$ cat config.mk
export PLATFORM = sky130hd
export DESIGN_NAME = mem_arbiter
export DESIGN_NICKNAME = d
export VERILOG_FILES = /design/src/rtl/mem_arbiter_pkg.sv /design/src/rtl/mem_arbiter_rr_pick.sv /design/src/rtl/mem_arbiter.sv
export SDC_FILE = /design/constraint.sdc
export NUM_CORES = 1
export LEC_CHECK = 0
export ABC_AREA = 1
export CORE_AREA = 2 2 646 648
export CTS_CLUSTER_DIAMETER = 80
export DETAILED_ROUTE_END_ITERATION = 10
export DIE_AREA = 0 0 648 650
export PLACE_DENSITY = 0.33
export SETUP_SLACK_MARGIN = 0.3
export SLEW_MARGIN = 10
export SYNTH_ARGS = -nofsm -noshare
export SYNTH_HDL_FRONTEND = slang
export SYNTH_SLANG_ARGS = --single-unit
$ cat constraint.sdc
create_clock -name clk -period 2.1 [get_ports clk]
set_input_delay 0.42 -clock clk [delete_from_list [all_inputs] [get_ports clk]]
set_output_delay 0.42 -clock clk [all_outputs]
set_load 0.05 [all_outputs]
$ cat src/rtl/mem_arbiter_pkg.sv
// rtl/mem_arbiter_pkg.sv - shared types and defaults for the two-master memory arbiter
package mem_arbiter_pkg;

    localparam int ARB_STATE_WIDTH = 2;

    // Default widths when the build does not override them.
    localparam int DEF_ADDR_W = 32;
    localparam int DEF_BLK_W  = 256;

    typedef enum logic [ARB_STATE_WIDTH-1:0] {
        ARB_IDLE      = 2'd0,
        ARB_ISSUE     = 2'd1,
        ARB_WAIT_RESP = 2'd2
    } arb_state_t;

    // After a completed transaction the other master gets priority.
    function automatic logic rr_after(input logic granted);
        return ~granted;
    endfunction

endpackage

$ cat src/rtl/mem_arbiter_rr_pick.sv
// rtl/mem_arbiter_rr_pick.sv - combinational 2-way round-robin winner
//
// Ports:
//   req0, req1 : master requests
//   rr_ptr     : master preferred when both request
//   valid      : at least one master requests
//   winner     : index of the selected master (meaningful when valid)
module mem_arb_rr_pick (
    input  logic req0,
    input  logic req1,
    input  logic rr_ptr,
    output logic valid,
    output logic winner
);

    assign valid  = req0 | req1;
    // A lone requester always wins; rr_ptr only breaks ties.
    assign winner = (req0 && req1) ? rr_ptr : req1;

endmodule

$ cat src/rtl/mem_arbiter.sv
// rtl/mem_arbiter.sv - round-robin arbiter sharing one block memory port between two caches
//
// Optional feature macro: MEM_ARB_STATS_EN (adds saturating grant/conflict counters).
//
// Ports:
//   clk, rst                 : clock, asynchronous active-low reset
//   mN_req/rw/addr/wdata     : master N request (held until mN_resp)
//   mN_ready                 : arbiter idle and able to take a request
//   mN_resp, mN_rdata        : completion pulse (granted master only), read data broadcast
//   mem_req/rw/addr/wdata    : request to main memory (registered)
//   mem_ready, mem_resp      : memory accept and completion
//   mem_rdata                : memory read block
//   dbg_state, dbg_grant     : FSM state, current or last granted master
//   stat_grants0/1, stat_conflicts : statistics (MEM_ARB_STATS_EN only)
module mem_arbiter
    import mem_arbiter_pkg::*;
#(
    parameter int ADDR_W = DEF_ADDR_W,
    parameter int BLK_W  = DEF_BLK_W
`ifdef MEM_ARB_STATS_EN
    ,
    parameter int CNT_W  = 16
`endif
) (
    input  logic                       clk,
    input  logic                       rst,
    input  logic                       m0_req,
    input  logic                       m0_rw,
    input  logic [ADDR_W-1:0]          m0_addr,
    input  logic [BLK_W-1:0]           m0_wdata,
    output logic                       m0_ready,
    output logic                       m0_resp,
    output logic [BLK_W-1:0]           m0_rdata,
    input  logic                       m1_req,
    input  logic                       m1_rw,
    input  logic [ADDR_W-1:0]          m1_addr,
    input  logic [BLK_W-1:0]           m1_wdata,
    output logic                       m1_ready,
    output logic                       m1_resp,
    output logic [BLK_W-1:0]           m1_rdata,
    output logic                       mem_req,
    output logic                       mem_rw,
    output logic [ADDR_W-1:0]          mem_addr,
    output logic [BLK_W-1:0]           mem_wdata,
    input  logic                       mem_ready,
    input  logic                       mem_resp,
    input  logic [BLK_W-1:0]           mem_rdata,
    output logic [ARB_STATE_WIDTH-1:0] dbg_state,
    output logic                       dbg_grant
`ifdef MEM_ARB_STATS_EN
    ,
    output logic [CNT_W-1:0]           stat_grants0,
    output logic [CNT_W-1:0]           stat_grants1,
    output logic [CNT_W-1:0]           stat_conflicts
`endif
);

    arb_state_t        state, state_d;
    logic              rr_ptr, rr_ptr_d;
    logic              grant, grant_d;
    logic              latch_en;
    logic              pick_valid, pick_winner;
    logic              grant_req;
    logic              mem_req_q;
    logic              lat_rw;
    logic [ADDR_W-1:0] lat_addr;
    logic [BLK_W-1:0]  lat_wdata;

    mem_arb_rr_pick u_pick (
        .req0   (m0_req),
        .req1   (m1_req),
        .rr_ptr (rr_ptr),
        .valid  (pick_valid),
        .winner (pick_winner)
    );

    assign grant_req = grant ? m1_req : m0_req;

    always_comb begin
        state_d  = state;
        rr_ptr_d = rr_ptr;
        grant_d  = grant;
        latch_en = 1'b0;
        m0_resp  = 1'b0;
        m1_resp  = 1'b0;
        case (state)
            ARB_IDLE: begin
                if (pick_valid) begin
                    state_d  = ARB_ISSUE;
                    grant_d  = pick_winner;
                    latch_en = 1'b1;
                end
            end
            ARB_ISSUE: begin
                // A handshake wins over a simultaneous request drop: once memory
                // has accepted, the transaction must be seen through.
                if (mem_ready) begin
                    state_d = ARB_WAIT_RESP;
                end else if (!grant_req) begin
                    state_d = ARB_IDLE;
                end
            end
            ARB_WAIT_RESP: begin
                if (mem_resp) begin
                    m0_resp  = ~grant;
                    m1_resp  = grant;
                    rr_ptr_d = rr_after(grant);
                    state_d  = ARB_IDLE;
                end
            end
            default: state_d = ARB_IDLE;
        endcase
    end

    always_ff @(posedge clk or negedge rst) begin
        if (!rst) begin
            state     <= ARB_IDLE;
            rr_ptr    <= 1'b0;
            grant     <= 1'b0;
            mem_req_q <= 1'b0;
            lat_rw    <= 1'b0;
            lat_addr  <= '0;
            lat_wdata <= '0;
        end else begin
            state     <= state_d;
            rr_ptr    <= rr_ptr_d;
            grant     <= grant_d;
            mem_req_q <= (state_d == ARB_ISSUE);
            if (latch_en) begin
                lat_rw    <= pick_winner ? m1_rw    : m0_rw;
                lat_addr  <= pick_winner ? m1_addr  : m0_addr;
                lat_wdata <= pick_winner ? m1_wdata : m0_wdata;
            end
        end
    end

    assign mem_req   = mem_req_q;
    assign mem_rw    = lat_rw;
    assign mem_addr  = lat_addr;
    assign mem_wdata = lat_wdata;
    assign m0_ready  = (state == ARB_IDLE);
    assign m1_ready  = (state == ARB_IDLE);
    assign m0_rdata  = mem_rdata;
    assign m1_rdata  = mem_rdata;
    assign dbg_state = state;
    assign dbg_grant = grant;

`ifdef MEM_ARB_STATS_EN
    logic [CNT_W-1:0] cnt_g0, cnt_g1, cnt_cf;
    logic             conflict;

    assign conflict = (state == ARB_IDLE) && m0_req && m1_req;

    always_ff @(posedge clk or negedge rst) begin
        if (!rst) begin
            cnt_g0 <= '0;
            cnt_g1 <= '0;
            cnt_cf <= '0;
        end else begin
            if (latch_en && !pick_winner && (cnt_g0 != '1)) cnt_g0 <= cnt_g0 + CNT_W'(1);
            if (latch_en &&  pick_winner && (cnt_g1 != '1)) cnt_g1 <= cnt_g1 + CNT_W'(1);
            if (conflict && (cnt_cf != '1))                  cnt_cf <= cnt_cf + CNT_W'(1);
        end
    end

    assign stat_grants0   = cnt_g0;
    assign stat_grants1   = cnt_g1;
    assign stat_conflicts = cnt_cf;
`endif

endmodule

Yosys cells after proc, flatten, opt, wreduce, memory -nomap -nowiden
Index checks and enable logic that the tools add are counted.

operators by class
  multipliers = 0
  $lt $le $gt $ge = 0
  reductions and logical operators = 4
  eq/ne operators = 3
  divide/modulo/power cells = 0
  bitwise operators = 2
  mux-type cells = 16
  shifts and indexed selects = 0
  $add $sub $neg = 0

operator list
  cell                                                                    count
  256-bit 2-to-1 mux                                                      1
  32-bit 2-to-1 mux                                                       1
  1-bit 2-to-1 mux                                                        9
  2-bit 2-to-1 mux                                                        4
  2-bit one-hot mux with 3 select lines                                   1
  2-bit by 1-bit equality test with 1-bit output (second input constant)  2
  2-bit AND reduction                                                     2
  2-bit equality test (second input constant)                             1
  2-bit zero test                                                         1
  1-bit logical AND                                                       1
  1-bit inverter                                                          1
  1-bit OR                                                                1

word-level totals
  RAM bits = 0
  input bits = 840
  output and inout port bits = 809
  memory bits (read-only) = 0
  memories = 0
  logic and storage cells = 32
  bits in registers = 294
  latch bits = 0

Logic depth before layout (Yosys ltp)
Gate-level depths: netlist (run 1).

  depth after elaboration = 5
  depth in mapped cells = 9
  depth with buffers taken out = 6

Cells and area by module
From an unflattened synthesis (run 1), not the netlist that was laid out.

second synthesis, totals
  cells, all modules = 2700
  area, all modules = 18506.5 um^2

modules (own cells, without submodules)
  module           cells an instance  seq. area each (um^2)  area an instance (um^2)  instances
  mem_arbiter      2695               7357.1                 18484.0                  1
  mem_arb_rr_pick  5                  0.0                    22.5                     1

Worst setup path before layout (run 1)
Ideal clock, no wire load.

  path type = register to output
  start = register state[1], in the netlist dbg_state[1]
  end = output m1_ready
  setup slack = -0.004 ns
  arrival time = 1.684 ns
  cell stages (with the launch flop) = 3
  path buffers = 1
  data required time = 1.680 ns
  cells stage by stage = dfrtp_1 -> nor2_1 -> buf_4

on the way
  longest elaborated chain between the ends = 1

RTL lines
  what                      RTL line            source
  start: declaration        mem_arbiter.sv:58   arb_state_t state, state_d;
  start signal: assignment  mem_arbiter.sv:125  state <= state_d;
  2-bit zero test           -
  end: declaration          mem_arbiter.sv:38   output logic m1_ready,

Every way passes these cells.

Worst setup path in the final report (run 1)
  start = register state[0], in the netlist dbg_state[0]
  end = output m1_resp

on the way
  longest elaborated chain between the ends = 2

RTL lines
  what                 RTL line           source
  2-bit equality test  mem_arbiter.sv:86  case (state)
  1-bit 2-to-1 mux     mem_arbiter.sv:86
  end: declaration     mem_arbiter.sv:39  output logic m1_resp,

Every way passes these cells.

==> out/metrics.cfg, run 1 <==
[timing]
worst_pin_slew_ns=0.6794
setup_viol_count_final=0
finalMaxSlewViolations=0
fin_crit_sh_pct=99.59
holdWs_ns=0.1197
fmax_ghz=0.4782
rsz0062_at_grt=true
maxSlewHeadroom_pct=54.71
hold_viol=0
tns_ns=0
period_needed_ns=2.091
clock_skew_ns=0.07349

[layout]
final_common_cell=nand2_1
final_nets=4397
drive_gt1_share_pct=25.40
n_fill_cell=48280
final_util_pct=9.824
final_cell_mix=750 x nand2_1, 581 x clkdlybuf4s50_1, 580 x inv_1
areaGrowthSynthToFinish_pct=99.00

[grt]
grt_overflow=0
antenna_found_initial=113
grt_pass1_wl_mm=318.9
grt_max_degree=89
grt_pass1_vias=21340
track_usage_pct=12.48

[routing]
drc=0
drtAntennaViolNets=0
first_pass_iters=5
wire_per_inst_um=30.86
wl_mm=281.7
post_drt_via_cell_ratio=2.382
vias=21740
drt_iter0_drc=1209

[worst_setup_path]
cp.arrival_ns=1.67
crit_path_top_delay_cell=dfrtp_2
cp.required_ns=1.68
critical_path_class=reg -> out
crit_path_start_kind=flip-flop
cp_max_fo=3
max_stage_delay_ns=0.40
cp_num_buf_inv=3
reg2reg_slack_ns=0.05
critPathTopFamily=flip-flops
end_kind=primary output
path_cells=inv_2 > nand3_4 > nor2_4 > buf_6 > buf_12

[clock_network]
cts.sinks=294
clock-root-buffer=clkbuf_16
clock_latency_ns=0.77
clkSlewWorstSetupHoldPaths_ns=0.06
h-tree-depth=2
cts-buffers-inserted=57
cts_tree=built
cts_max_path_buffers=3

[placement]
dpl.hpwl_mm=247.3
place_congestion=0.7871
portBuffers=880

[floorplan]
core_um2=414900
rows=237
die_area_um2=421200
initial_core_util_pct=4.937
die_y_um=650
die_w_um=648
io_pins=1649

[status]
outcome=finished, final reports clean

[yosys]
synth-seq-area-share_pct=35.92
ys.warnings.count=0
synth_area_um2=20480
syn_nets=3856
yosysUniqueCellTypes=16
avgSynthCellArea_um2=6.790
ys_ff_latch=294
synthCells=3016

[power_and_ir_drop]
leakage_uw=0.01840
power_uw=69820
ir_worst_vdd_v=0.0007172
power_density_nw_per_um2=1713

[flow_run]
drv_cap=0

[worst_hold_path]
hold_class=in -> async

## power breakdown
| part | leakage (uW) | internal, uW | switching [uW] |
|---|---|---|---|
| Clock | 0.000981 | 6030 | 4140 |
| Combinational | 0.0139 | 18200 | 29400 |
| Sequential | 0.00351 | 8690 | 3450 |
| Total | 0.0184 | 32900 | 36900 |
## worst paths after layout
check,from,end,cells past startpoint
worst min-delay path,rst,mem_wdata[3],2
max in group asynchronous,rst,dbg_state[0],4
min in group clk,m0_wdata[14],mem_wdata[14],5
worst max register to register,dbg_state[1],mem_wdata[213],11
worst min register to register,mem_wdata[106],mem_wdata[106],2
worst max-delay path,dbg_state[0],m1_resp,5
## layout make-up
| type | count | area [um^2] | area share, % |
|---|---|---|---|
| Timing Repair inverter | 1 | 30.03 | 0.07368 |
| Clock buffer | 71 | 1590 | 3.902 |
| Sequential cell | 294 | 7407 | 18.17 |
| Timing Repair Buffer | 1154 | 14750 | 36.19 |
| Multi-Input combinational cell | 1466 | 7410 | 18.18 |
| Inverter | 583 | 2217 | 5.440 |
| Tap cell | 5497 | 6878 | 16.88 |
| Antenna cell | 24 | 60.06 | 0.1474 |
| Clock inverter | 37 | 412.9 | 1.013 |
## registers in the layout (all words and copies together), names as in the netlist
name	count
mem_wdata	256
mem_addr	32
dbg_state	2
dbg_grant	1
mem_req	1
mem_rw	1
rr_ptr	1
## kinds of logic after synthesis
group                  after synthesis  share of synthesized area, %
DFF                                294                         35.92
and+or+nand+nor                   1463                         30.38
AOI/OAI and AO/OA                    3                       0.08550
buffers and inverters             1256                         33.61
## routing by layer
metal,part of all wire [%],GRT usage (%),vias to the layer above
met4,3.1,3.448,50
met3,22,13.20,411
li1,-,-,9635
met1,28,10.01,10030
met2,46,20.35,1612
met5,0.19,0.4805,-
## Yosys cell counts
library cell / n / area, um^2
nand2_1: 877 / 3292
inv_1: 581 / 2181
nand3_1: 580 / 2903
buf_4: 528 / 3964
dfrtp_1: 294 / 7357
buf_2: 90 / 450.4
clkbuf_1: 40 / 150.1
buf_6: 10 / 112.6
buf_1: 5 / 18.77
nor2_1: 4 / 15.01
inv_2: 2 / 7.510
a21oi_1: 1 / 5.000
nor2_2: 1 / 6.260
nor3_1: 1 / 5.000
o21ai_0: 1 / 5.000
o31ai_1: 1 / 7.510
## metrics by stage
step	std cells	setup WS [ns]	area, um^2
floorplan	3016	0.09119	20480
global placement	8845	-0.2957	32770
detailed placement	8845	-0.3055	32770
CTS	9025	-0.1244	37730
global route	9116	-0.1374	40730
finish	9127	0.008640	40760
## repair_timing
item / 4_1_cts / 5_1_grt
setup endpoints to repair: 299 / 550
hold endpoints to repair: 163 / 0
setup buffers: 71 / 27
gates cloned: 0 / 51
pin swaps: 6 / 96
hold buffers: 1 / 0
resized for setup: 780 / 371
Note: power is estimated with default switching activity, not from simulation.
==> inputs of run 2 (changes only) <==
PLACE_DENSITY = 0.34   (was 0.33)
==> out/metrics.cfg, run 2 (same netlist as run 1, synthesis figures left out) <==
[status]
outcome=complete, but fails checks
violations=negative setup slack

[power_and_ir_drop]
p_seq_share_pct=17.7
switchingPower_uw=37960
clockPowerShare_pct=13.2
leakage_uw=0.01845
power_uw=70140
power_density_nw_per_um2=1716
p_int_uw=32190
switching_share_pct=54.11
combPwrFrac_pct=69.0
ir_worst_vdd_v=0.0009896

[routing]
wire_per_inst_um=31.67
vias=21910
drtAntennaViolNets=0
drt_iter0_drc=1071
post_drt_via_cell_ratio=2.406
drc=0
first_pass_iters=5
wl_mm=288.5

[worst_setup_path]
crit_path_top_delay_cell=dfrtp_1
crit_path_start_kind=flip-flop
critical_path_class=reg -> out
cp.arrival_ns=1.68
max_stage_delay_ns=0.38
path_cells=inv_2 > nand3_4 > buf_4 > nor2_4 > buf_12
cp_num_buf_inv=3
cp.required_ns=1.68
reg2reg_slack_ns=0.10
cp_max_fo=3
end_kind=primary output
crit_start=dbg_state[0]
critPathTopFamily=flip-flops
timing.rr.start=dbg_state[1]

[timing]
rsz0062_at_grt=true
fmax_ghz=0.4755
setup_viol_count_final=1
holdWs_ns=0.2355
worst_pin_slew_ns=0.6904
maxSlewHeadroom_pct=53.98
finalMaxSlewViolations=0
layout_setup_ws_ns=-0.003110
hold_viol=0
period_needed_ns=2.103
clock_skew_ns=0.05211
fin_crit_sh_pct=100.1

[layout]
seq_area_um2=7397
multiInputGateArea_um2=8107
largest_reg_flops=256
final_cell_mix=581 x clkdlybuf4s50_1, 580 x inv_1, 530 x nand3_1
drive_gt1_share_pct=30.50
final_nets=4387
areaGrowthSynthToFinish_pct=99.63
n_fill_cell=48340
final_common_cell=clkdlybuf4s50_1

[floorplan]
initial_core_util_pct=4.937
die_w_um=648
io_pins=1649
rows=237
die_y_um=650
die_area_um2=421200
core_um2=414900

[clock_network]
cts_tree=built
clock_latency_ns=0.73
clkSlewWorstSetupHoldPaths_ns=0.05
h-tree-depth=2
cts-buffers-inserted=53
cts_max_path_buffers=3
cts.sinks=294
clock-root-buffer=clkbuf_16

[placement]
portBuffers=880
place_congestion=0.7969
dpl.hpwl_mm=251.0

[grt]
track_usage_pct=12.68
antenna_found_initial=119
grt_overflow=0
grt_pass1_wl_mm=323.9
grt_max_degree=79
grt_pass1_vias=21490

[worst_hold_path]
hold_class=in -> async

[flow_run]
drv_cap=0

[run 2: cell types whose count changed in the layout (fill, tap and decap cells not counted), sizes merged, moves of 2 or more]
cell	change
clkbuf	-13
diode	-4
inv	-3
clkinv	+2
clkinvlp	-2
[run 2: worst paths after layout]
path                                  endpoint  cells past startpoint
worst max-delay path                   m0_resp                      5
worst min-delay path             mem_wdata[17]                      2
worst max register to register    mem_wdata[6]                     12
worst min register to register  mem_wdata[226]                      2
max in group asynchronous       mem_wdata[157]                      4
min in group clk                  mem_wdata[2]                      4
[run 2: repair_timing]
action | CTS | global route
gates cloned | 0 | 49
hold buffers | 1 | 0
gates resized for setup | 790 | 556
endpoints found under the setup margin | 321 | 542
pin swaps | 29 | 193
endpoints found under the hold margin | 12 | 0
setup buffers | 80 | 22
[run 2: cell type report]
class | instances | area share, %
diodes | 20 | 0.1224
well taps | 5497 | 16.82
repair inverters | 1 | 0.07345
inverters | 583 | 5.423
repair buffers | 1148 | 35.33
multi-input cells | 1466 | 19.83
clock inverters | 33 | 0.8600
clock buffers | 65 | 3.452
flip-flops and latches | 294 | 18.09
[run 2: stage by stage]
step | setup slack [ns] | util (%) | TNS [ns] | instances | area [um^2]
3_5_place_dp | -0.1665 | 7.866 | -30.83 | 8837 | 32630
3_3_place_gp | -0.1837 | 7.866 | -31.77 | 8837 | 32630
5_1_grt | -0.1318 | 9.853 | -0.4385 | 9104 | 40880
4_1_cts | -0.1586 | 9.057 | -0.5513 | 9016 | 37570
2_1_floorplan | 0.09119 | - | 0 | 3016 | 20480
6_report | -0.003110 | 9.855 | -0.003110 | 9107 | 40880
[run 2: power groups by stage]
stage | clock network, uW | logic [uW] | registers [uW]
final | 9280 | 48400 | 12400
after global routing | 9930 | 51800 | 12800
after detailed placement | 0 | 37400 | 11000
after CTS | 9850 | 43400 | 12000
after floorplan | 0 | 9480 | 20100
after global placement | 0 | 37500 | 11000
[run 2: per-layer routing]
metal  track usage, %  up-vias  routed length (um)
met5           0.3890        -                 538
met1            9.975    10100               80890
met2            20.81     1717              133600
met4            3.064       64                7981
met3            13.83      429               65410
li1                 -     9597                   -
